### config.mk
export PLATFORM = sky130hd
export DESIGN_NAME = ds1302_time_sequencer
export DESIGN_NICKNAME = d
export VERILOG_FILES = /design/src/rtl/ds1302_time_sequencer.sv
export SDC_FILE = /design/constraint.sdc
export NUM_CORES = 1
export LEC_CHECK = 0
export ABC_AREA = 0
export BUFFER_PORTS_ARGS = -buffer_cell sky130_fd_sc_hd__buf_2
export CORE_UTILIZATION = 50
export DETAILED_ROUTE_END_ITERATION = 7
export PLACE_DENSITY = 0.77
export SETUP_SLACK_MARGIN = 0.2
export SLEW_MARGIN = 10
export SYNTH_ARGS = -nofsm -noshare
export SYNTH_HDL_FRONTEND = slang
export SYNTH_SLANG_ARGS = --single-unit
### constraint.sdc
create_clock -name clk -period 3.2 [get_ports clk]
set_clock_uncertainty 0.05 [all_clocks]
set_input_delay 0.48 -clock clk [delete_from_list [all_inputs] [get_ports clk]]
set_output_delay 0.48 -clock clk [all_outputs]
set_load 0.02 [all_outputs]
### src/rtl/ds1302_time_sequencer.sv
// rtl/ds1302_time_sequencer.sv - DS1302 command sequencer: periodic time read and time set.
// Drives one-byte transactions over the serial driver's valid/busy handshake.
module ds1302_time_sequencer #(
    parameter int POLL_CYCLES  = 100_000_000,
    parameter int BUSY_TIMEOUT = 255
) (
    input  logic       clk,
    input  logic       reset_p,
    input  logic       i_set,
    input  logic [7:0] i_set_sec,
    input  logic [7:0] i_set_min,
    input  logic [7:0] i_set_hour,
    input  logic       i_busy,
    input  logic [7:0] i_receive,
    output logic [4:0] o_addr,
    output logic [7:0] o_data,
    output logic       o_RW,
    output logic       o_valid,
    output logic [7:0] o_sec,
    output logic [7:0] o_min,
    output logic [7:0] o_hour,
    output logic       o_time_valid,
    output logic       o_set_done,
    output logic       o_error
);

    localparam int PW = $clog2(POLL_CYCLES);
    localparam int TW = $clog2(BUSY_TIMEOUT + 1);

    typedef enum logic [2:0] {IDLE, ISSUE, WAIT_HI, WAIT_LO, NEXT} state_t;

    state_t          state_q, state_d;
    logic [1:0]      k_q, k_d;
    logic            mode_set_q, mode_set_d;
    logic [TW-1:0]   tmo_q, tmo_d;
    logic [PW-1:0]   poll_cnt_q;
    logic            poll_pend_q, poll_pend_d;
    logic            set_pend_q, set_pend_d;
    logic [7:0]      set_sec_q, set_min_q, set_hour_q;
    logic [7:0]      sh0_q, sh0_d, sh1_q, sh1_d, sh2_q, sh2_d;
    logic [4:0]      addr_q, addr_d;
    logic [7:0]      data_q, data_d;
    logic            rw_q, rw_d;
    logic            valid_q, valid_d;
    logic [7:0]      sec_q, sec_d, min_q, min_d, hour_q, hour_d;
    logic            tv_q, tv_d, sd_q, sd_d, err_q, err_d;

    logic            poll_wrap;
    logic [1:0]      last_k;
    logic [4:0]      tr_addr;
    logic [7:0]      tr_data;

    assign poll_wrap = (poll_cnt_q == PW'(POLL_CYCLES - 1));
    assign last_k    = mode_set_q ? 2'd3 : 2'd2;

    // Sequence table: SET starts by clearing write-protect in the control register.
    always_comb begin
        tr_addr = {3'b000, k_q};
        tr_data = 8'h00;
        if (mode_set_q) begin
            case (k_q)
                2'd0:    begin tr_addr = 5'd7; tr_data = 8'h00;      end
                2'd1:    begin tr_addr = 5'd0; tr_data = set_sec_q;  end
                2'd2:    begin tr_addr = 5'd1; tr_data = set_min_q;  end
                default: begin tr_addr = 5'd2; tr_data = set_hour_q; end
            endcase
        end
    end

    always_ff @(posedge clk) begin
        if (reset_p) begin
            poll_cnt_q <= '0;
            set_sec_q  <= 8'h00;
            set_min_q  <= 8'h00;
            set_hour_q <= 8'h00;
        end else begin
            poll_cnt_q <= poll_wrap ? '0 : poll_cnt_q + PW'(1);
            if (i_set) begin
                set_sec_q  <= i_set_sec & 8'h7F;
                set_min_q  <= i_set_min;
                set_hour_q <= i_set_hour & 8'h7F;
            end
        end
    end

    always_ff @(posedge clk) begin
        if (reset_p) begin
            state_q     <= IDLE;
            k_q         <= 2'd0;
            mode_set_q  <= 1'b0;
            tmo_q       <= '0;
            poll_pend_q <= 1'b0;
            set_pend_q  <= 1'b0;
            sh0_q       <= 8'h00;
            sh1_q       <= 8'h00;
            sh2_q       <= 8'h00;
            addr_q      <= 5'd0;
            data_q      <= 8'h00;
            rw_q        <= 1'b0;
            valid_q     <= 1'b0;
            sec_q       <= 8'h00;
            min_q       <= 8'h00;
            hour_q      <= 8'h00;
            tv_q        <= 1'b0;
            sd_q        <= 1'b0;
            err_q       <= 1'b0;
        end else begin
            state_q     <= state_d;
            k_q         <= k_d;
            mode_set_q  <= mode_set_d;
            tmo_q       <= tmo_d;
            poll_pend_q <= poll_pend_d;
            set_pend_q  <= set_pend_d;
            sh0_q       <= sh0_d;
            sh1_q       <= sh1_d;
            sh2_q       <= sh2_d;
            addr_q      <= addr_d;
            data_q      <= data_d;
            rw_q        <= rw_d;
            valid_q     <= valid_d;
            sec_q       <= sec_d;
            min_q       <= min_d;
            hour_q      <= hour_d;
            tv_q        <= tv_d;
            sd_q        <= sd_d;
            err_q       <= err_d;
        end
    end

    always_comb begin
        state_d     = state_q;
        k_d         = k_q;
        mode_set_d  = mode_set_q;
        tmo_d       = tmo_q;
        poll_pend_d = poll_pend_q;
        set_pend_d  = set_pend_q;
        sh0_d       = sh0_q;
        sh1_d       = sh1_q;
        sh2_d       = sh2_q;
        addr_d      = addr_q;
        data_d      = data_q;
        rw_d        = rw_q;
        valid_d     = 1'b0;
        sec_d       = sec_q;
        min_d       = min_q;
        hour_d      = hour_q;
        tv_d        = 1'b0;
        sd_d        = 1'b0;
        err_d       = 1'b0;

        case (state_q)
            IDLE: begin
                if (set_pend_q) begin
                    set_pend_d = 1'b0;
                    mode_set_d = 1'b1;
                    k_d        = 2'd0;
                    state_d    = ISSUE;
                end else if (poll_pend_q) begin
                    poll_pend_d = 1'b0;
                    mode_set_d  = 1'b0;
                    k_d         = 2'd0;
                    state_d     = ISSUE;
                end
            end
            ISSUE: begin
                if (!i_busy) begin
                    addr_d  = tr_addr;
                    data_d  = tr_data;
                    rw_d    = !mode_set_q;
                    valid_d = 1'b1;
                    tmo_d   = '0;
                    state_d = WAIT_HI;
                end
            end
            WAIT_HI: begin
                if (i_busy) begin
                    state_d = WAIT_LO;
                end else if (tmo_q == TW'(BUSY_TIMEOUT - 1)) begin
                    err_d   = 1'b1;
                    state_d = IDLE;
                end else begin
                    tmo_d = tmo_q + TW'(1);
                end
            end
            WAIT_LO: begin
                if (!i_busy) begin
                    if (!mode_set_q) begin
                        case (k_q)
                            2'd0:    sh0_d = i_receive;
                            2'd1:    sh1_d = i_receive;
                            default: sh2_d = i_receive;
                        endcase
                    end
                    state_d = NEXT;
                end
            end
            NEXT: begin
                if (k_q == last_k) begin
                    if (mode_set_q) begin
                        sd_d = 1'b1;
                    end else begin
                        sec_d  = sh0_q & 8'h7F;
                        min_d  = sh1_q & 8'h7F;
                        hour_d = sh2_q & 8'h3F;
                        tv_d   = 1'b1;
                    end
                    state_d = IDLE;
                end else begin
                    k_d     = k_q + 2'd1;
                    state_d = ISSUE;
                end
            end
            default: state_d = IDLE;
        endcase

        // Requests arriving mid-sequence are remembered and serviced from IDLE.
        if (i_set)     set_pend_d  = 1'b1;
        if (poll_wrap) poll_pend_d = 1'b1;
    end

    assign o_addr       = addr_q;
    assign o_data       = data_q;
    assign o_RW         = rw_q;
    assign o_valid      = valid_q;
    assign o_sec        = sec_q;
    assign o_min        = min_q;
    assign o_hour       = hour_q;
    assign o_time_valid = tv_q;
    assign o_set_done   = sd_q;
    assign o_error      = err_q;

endmodule

==> results.json, run 1 <==
{
  "clk_pin_slew_worst_paths_ns": 0.06,
  "initial_core_util_pct": 51.8,
  "dpl-instance-area_sq_mm": 0.00544,
  "fin_nets": 666,
  "slew_viol_final": 0,
  "worstPathArrival_ns": 2.66,
  "r2r-start": "mode_set_q",
  "ys.flop_type": "dfxtp_1",
  "maxSlewHeadroom_pct": 32.3,
  "port_buffers": 68,
  "firstDrtPassIters": 4,
  "drc": 0,
  "maxCapViolations": 0,
  "wire_per_inst_um": 14.1,
  "cts_buffers": 17,
  "antenna_found_initial": 0,
  "cts.sinks": 121,
  "postCtsSetupBuffers": 0,
  "die-area_sq_mm": 0.0106,
  "synth.cell_area_sq_mm": 0.00509,
  "holdCritStartpoint": "i_set_hour[4]",
  "ir_drop_mv": 0.359,
  "io_pins": 78,
  "final_area_sq_mm": 0.00601,
  "finalCritPeriodShare_pct": 70.7,
  "timing.setup.tns_ns": 0,
  "cp_max_fo": 16,
  "overflow": 0,
  "cts_tree": "built",
  "synth_edf_count": 0,
  "slowest_stage": "a2111oi_0",
  "row_count": 36,
  "clock_path_buffers": 2,
  "cp.required_ns": 3.59,
  "start_kind": "flip-flop",
  "grt_max_degree": 89,
  "syn_avg_cell_area_sq_um": 8.91,
  "outcome": "finished, final reports clean",
  "ys_ff_latch": 121,
  "fmax_mhz": 442,
  "synth_warnings": 0,
  "grt_pass1_vias": 3906,
  "cp_cell_sequence": "xnor2_1 > a2111oi_0 > mux2_2 > nor2_1",
  "yosysTopAreaCell": "dfxtp_1",
  "htree_num_levels": 4,
  "r2r_end": "k_q[0]",
  "hold_path.class": "primary input to flip-flop",
  "syn-instance-count": 571,
  "ys_seq_area_share_pct": 47.6,
  "antenna_cells": 0,
  "coreArea_sq_mm": 0.00982,
  "drive_above_1_share_pct": 18.6,
  "cts_root_buffer": "clkbuf_8",
  "setup_violations": 0,
  "reg2reg_slack_ns": 0.94,
  "min_path_cells": 3,
  "leakagePower_nw": 2.42,
  "area_growth_syn_to_layout_pct": 18.1,
  "cpPeakStageDelay_ns": 0.75,
  "hold_buffers": 0,
  "p_per_area_mw_per_mm2": 585,
  "fp.dieW_um": 103,
  "fp.dieH_um": 103,
  "yosys.area.top_type_share_pct": 47.6,
  "critPathKind": "flip-flop to flip-flop",
  "drt_iter0_drc": 173,
  "crit_family": "compound AO/OA/AOI/OAI gates",
  "insertion_delay_ns": 0.52,
  "nFillCells": 860,
  "ctsResizeCount": 0,
  "end_kind": "flip-flop",
  "routabilityCongestion": 0.817,
  "vias": 4164,
  "worstHoldEndpoint": "set_hour_q[4]",
  "async_reset_ff_share_pct": 0,
  "worst_slew_pin_slew_ns": 1.00,
  "vias_per_cell": 5.42,
  "track_usage_pct": 22.2,
  "wl_um": 10800,
  "worstRegToRegCells": 4,
  "min_period_ns": 2.26,
  "synth_cell_types": 54,
  "cp_num_buf_inv": 0,
  "rsz0062_at_grt": "false",
  "hold_violations": 0,
  "synth.area.top_cells": "dfxtp_1 48%, mux2i_1 8.5%, nor2_1 6.2%, nand2_1 4.7%, a21oi_1 4.3%",
  "dp_hpwl_um": 7130,
  "ant_nets": 0,
  "grt_first_pass_wirelength_um": 18200
}
[worst reg2reg max path, stage by stage, from the launching register on]
cell and delay [ns]:
dfxtp_1 0.72, xnor2_1 0.19, a2111oi_0 0.75, mux2_2 0.41
nor2_1 0.09
[routing by layer]
metal	routed length, um	vias to the layer above	track usage [%]	part of all wire (%)
met1	5030	1963	28.5	46
li1	-	2083	-	-
met3	556	11	7.19	5.1
met4	99	0	7.58	0.91
met5	0	-	0	0
met2	5150	107	35.3	48
[worst max-delay path by stage]
stage	from	endpoint	slack [ns]	depth (start not counted)
after floorplan	poll_cnt_q[0]	poll_cnt_q[2]	1.29	7
after global placement	mode_set_q	k_q[0]	1.04	4
after detailed placement	mode_set_q	k_q[0]	1.01	4
after CTS	mode_set_q	k_q[0]	0.97	4
after global routing	tmo_q[0]	state_q[1]	0.76	6
final	mode_set_q	k_q[0]	0.94	4
[layout by cell type (no fill, tap or decap), types with 7 or more instances in the layout]
master and count:
nor2_1 84, inv_1 7, buf_2 68, dfxtp_1 121, mux2i_1 43, ha_1 8, o21ai_0 18, nand2_1 64
xor2_1 10, or4_1 7, clkbuf_16 16, o31ai_1 7, or3_1 10, a22oi_1 15, nand4_1 9, a21oi_1 44
nand3_1 19
[stage by stage]
step / utilization (%) / total power [mW] / std cells / hold slack [ns] / worst slack (ns)
6_report: 61.2 / 3.52 / 768 / 0.148 / 0.938
4_1_cts: 61.2 / 3.54 / 768 / 0.134 / 0.969
3_5_place_dp: 55.4 / 1.72 / 736 / 0.396 / 1.01
2_1_floorplan: - / 1.68 / 576 / 0.381 / 1.29
3_3_place_gp: 55.4 / 1.71 / 736 / 0.391 / 1.04
5_1_grt: 61.2 / 3.65 / 768 / 0.131 / 0.762
[cell type report]
cell class / instances / area [sq um] / share of cell area, %
multi-input combinational: 404 / 2460 / 40.9
sequential: 121 / 2420 / 40.3
clock buffer: 17 / 414 / 6.89
timing repair buffer: 71 / 363 / 6.04
tap: 133 / 166 / 2.77
clock inverter: 15 / 158 / 2.62
inverter: 7 / 26.3 / 0.437
[synth_stat cells, drive strengths merged (9+ instances only)]
library cell and count:
nor2 84, nand2 64, dfxtp 121, a22oi 15
clkbuf 26, buf 18, nand4 9, xor2 10
a21oi 45, o21ai 18, mux2i 43, nand3 20
or3 12
[power breakdown]
| group | leakage [nW] | internal (mW) | switching, mW |
|---|---|---|---|
| Combinational | 1.16 | 0.0508 | 0.0783 |
| Sequential | 0.980 | 1.53 | 0.0260 |
| Clock | 0.270 | 1.06 | 0.767 |
[logic make-up (layout without fill, tap and decap cells)]
family	after synthesis	count (layout)	synth area share [%]
AO/OA/AOI/OAI	96	96	11.4
XOR/XNOR	16	16	2.75
adder cells (fa/ha/maj)	8	8	1.97
buffers and inverters	51	110	4.50
flip-flops	121	121	47.6
multiplexers	44	44	8.68
other	1	6	0.0737
AND/OR/NAND/NOR	234	234	23.0
[sequential cells by signal, summed over array words and instances, names as in the netlist, 2 cells and up]
name,flops
set_sec_q,7
state_q,3
o_sec,7
tmo_q,8
set_hour_q,7
o_addr,3
poll_cnt_q,27
sh2_q,6
sh0_q,7
o_hour,6
set_min_q,8
sh1_q,7
o_min,7
o_data,8
k_q,2
Note: power is estimated with default switching activity, not from simulation.
==> inputs of run 2 (changes only) <==
==> constraint.sdc (replaced) <==
create_clock -name clk -period 2.2 [get_ports clk]
set_clock_uncertainty 0.05 [all_clocks]
set_input_delay 0.33 -clock clk [delete_from_list [all_inputs] [get_ports clk]]
set_output_delay 0.33 -clock clk [all_outputs]
set_load 0.02 [all_outputs]
==> results.json, run 2 (synthesized netlist as in run 1, its figures left out) <==
{
  "slowest_stage": "or3_1",
  "mostFrequentLayoutCells": "121 x dfxtp_1, 84 x nor2_1, 68 x buf_2",
  "worst_slew_pin_slew_ns": 0.701,
  "wl_um": 11300,
  "dpl-instance-area_sq_mm": 0.00551,
  "cts_buffers": 17,
  "p_int_mw": 4.07,
  "largest_reg_flops": 27,
  "top_layer_used": "met4",
  "pre_cts_slack_ns": -0.0214,
  "io_pins": 78,
  "seqCellArea_sq_mm": 0.00242,
  "multi_input_area_sq_mm": 0.00248,
  "slew_viol_final": 0,
  "grt_max_degree": 89,
  "r2r_end": "o_hour[4]",
  "vias_per_cell": 5.42,
  "drc": 0,
  "worstPathArrival_ns": 2.27,
  "ant_nets": 0,
  "endpoint": "o_hour[4]",
  "dp_hpwl_um": 7160,
  "maxSlewHeadroom_pct": 53.0,
  "wl_met3_um": 631,
  "clk_pin_slew_worst_paths_ns": 0.06,
  "port_buffers": 68,
  "switching_share_pct": 22.8,
  "critPathKind": "flip-flop to flip-flop",
  "antenna_found_initial": 0,
  "antenna_cells": 0,
  "cts.sinks": 121,
  "whs_ns": 0.0188,
  "fp.dieH_um": 103,
  "cts_root_buffer": "clkbuf_8",
  "finalCritPeriodShare_pct": 87.9,
  "die-area_sq_mm": 0.0106,
  "area_growth_syn_to_layout_pct": 23.6,
  "end_kind": "flip-flop",
  "drive_above_1_share_pct": 19.9,
  "wl_met2_um": 5630,
  "htree_num_levels": 4,
  "firstDrtPassIters": 5,
  "fp.dieW_um": 103,
  "cp_cell_sequence": "nand4bb_1 > or3_1 > nand2_1 > a21oi_1",
  "switching_power_mw": 1.21,
  "min_path_cells": 3,
  "p_comb_share_pct": 4.2,
  "cpPeakStageDelay_ns": 0.65,
  "ir_drop_mv": 0.453,
  "maxCapViolations": 0,
  "hold_violations": 0,
  "p_seq_share_pct": 42.8,
  "cts_tree": "built",
  "vias": 4291,
  "drt_iter0_drc": 266,
  "leakagePower_nw": 2.54,
  "fmax_mhz": 517,
  "grt_pass1_vias": 4031,
  "coreArea_sq_mm": 0.00982,
  "insertion_delay_ns": 0.51,
  "fin_nets": 689,
  "row_count": 36,
  "startpoint": "state_q[2]",
  "routabilityCongestion": 0.813,
  "initial_core_util_pct": 51.8,
  "rsz0062_at_grt": "true",
  "overflow": 0,
  "min_period_ns": 1.93,
  "reg2reg_slack_ns": 0.27,
  "outcome": "finished, final reports clean",
  "wire_per_inst_um": 14.3,
  "fin_ws_ns": 0.265,
  "worstRegToRegCells": 4,
  "cp_max_fo": 20,
  "nFillCells": 832,
  "wl_met1_um": 4920,
  "setup_violations": 0,
  "start_kind": "flip-flop",
  "clock_path_buffers": 2,
  "final_common_cell": "dfxtp_1",
  "regMostFlops": "poll_cnt_q",
  "cp.required_ns": 2.53,
  "clkPwrFrac_pct": 53.0,
  "hold_path.class": "primary input to flip-flop",
  "grt_first_pass_wirelength_um": 18300,
  "p_per_area_mw_per_mm2": 839,
  "r2r-start": "state_q[2]",
  "track_usage_pct": 22.4,
  "final_area_sq_mm": 0.00629
}
run 2: through the flow:
stage          power [mW]  setup TNS (ns)  util, %  cells
2_1_floorplan        2.44               0        -    576
4_1_cts              5.31               0     63.8    790
6_report             5.28               0     64.1    791
3_3_place_gp         2.50               0     56.1    744
5_1_grt              5.45               0     64.1    791
3_5_place_dp         2.50         -0.0214     56.1    744
run 2: timing repair:
action,in CTS,in global routing
gates resized for setup,2,5
pin swaps,0,0
endpoints found under the setup margin,7,18
gates cloned,0,0
hold buffers,14,0
buffers inserted,0,1
endpoints found under the hold margin,14,0
run 2: worst min path at each step:
| stage | start | endpoint |
|---|---|---|
| detailed placement | sh2_q[0] | o_hour[0] |
| CTS | i_set_min[0] | set_min_q[0] |
| finish | i_set_hour[3] | set_hour_q[3] |
| floorplan | sh2_q[0] | o_hour[0] |
| global placement | sh0_q[0] | o_sec[0] |
| global route | i_set_hour[6] | set_hour_q[6] |
run 2: layout make-up:
| type | instances | share of cell area [%] |
|---|---|---|
| multi-input cells | 404 | 39.5 |
| flip-flops and latches | 121 | 38.5 |
| repair buffers | 94 | 9.33 |
| clock buffers | 17 | 6.58 |
| clock inverters | 15 | 3.04 |
| well taps | 133 | 2.65 |
| inverters | 7 | 0.418 |
run 2: critical path, delay by kind of cell, from the launching register on:
family           cells  cell delay (ns)
AND/OR/NAND/NOR      3             1.09
flip-flops           1             0.58
AO/OA/AOI/OAI        1             0.08
run 2: routing by layer:
| layer | track usage, % | vias to the layer above |
|---|---|---|
| li1 | - | 2135 |
| met1 | 26.7 | 2024 |
| met2 | 38.1 | 120 |
| met3 | 6.64 | 12 |
| met4 | 8.45 | 0 |
| met5 | 0 | - |
run 2: power groups by stage:
| stage | combinational (mW) | sequential (mW) | clock (mW) |
|---|---|---|---|
| final | 0.223 | 2.26 | 2.80 |
| after CTS | 0.222 | 2.26 | 2.83 |
| after detailed placement | 0.199 | 2.31 | 0 |
| after global routing | 0.245 | 2.26 | 2.95 |
| after floorplan | 0.146 | 2.30 | 0 |
| after global placement | 0.194 | 2.30 | 0 |
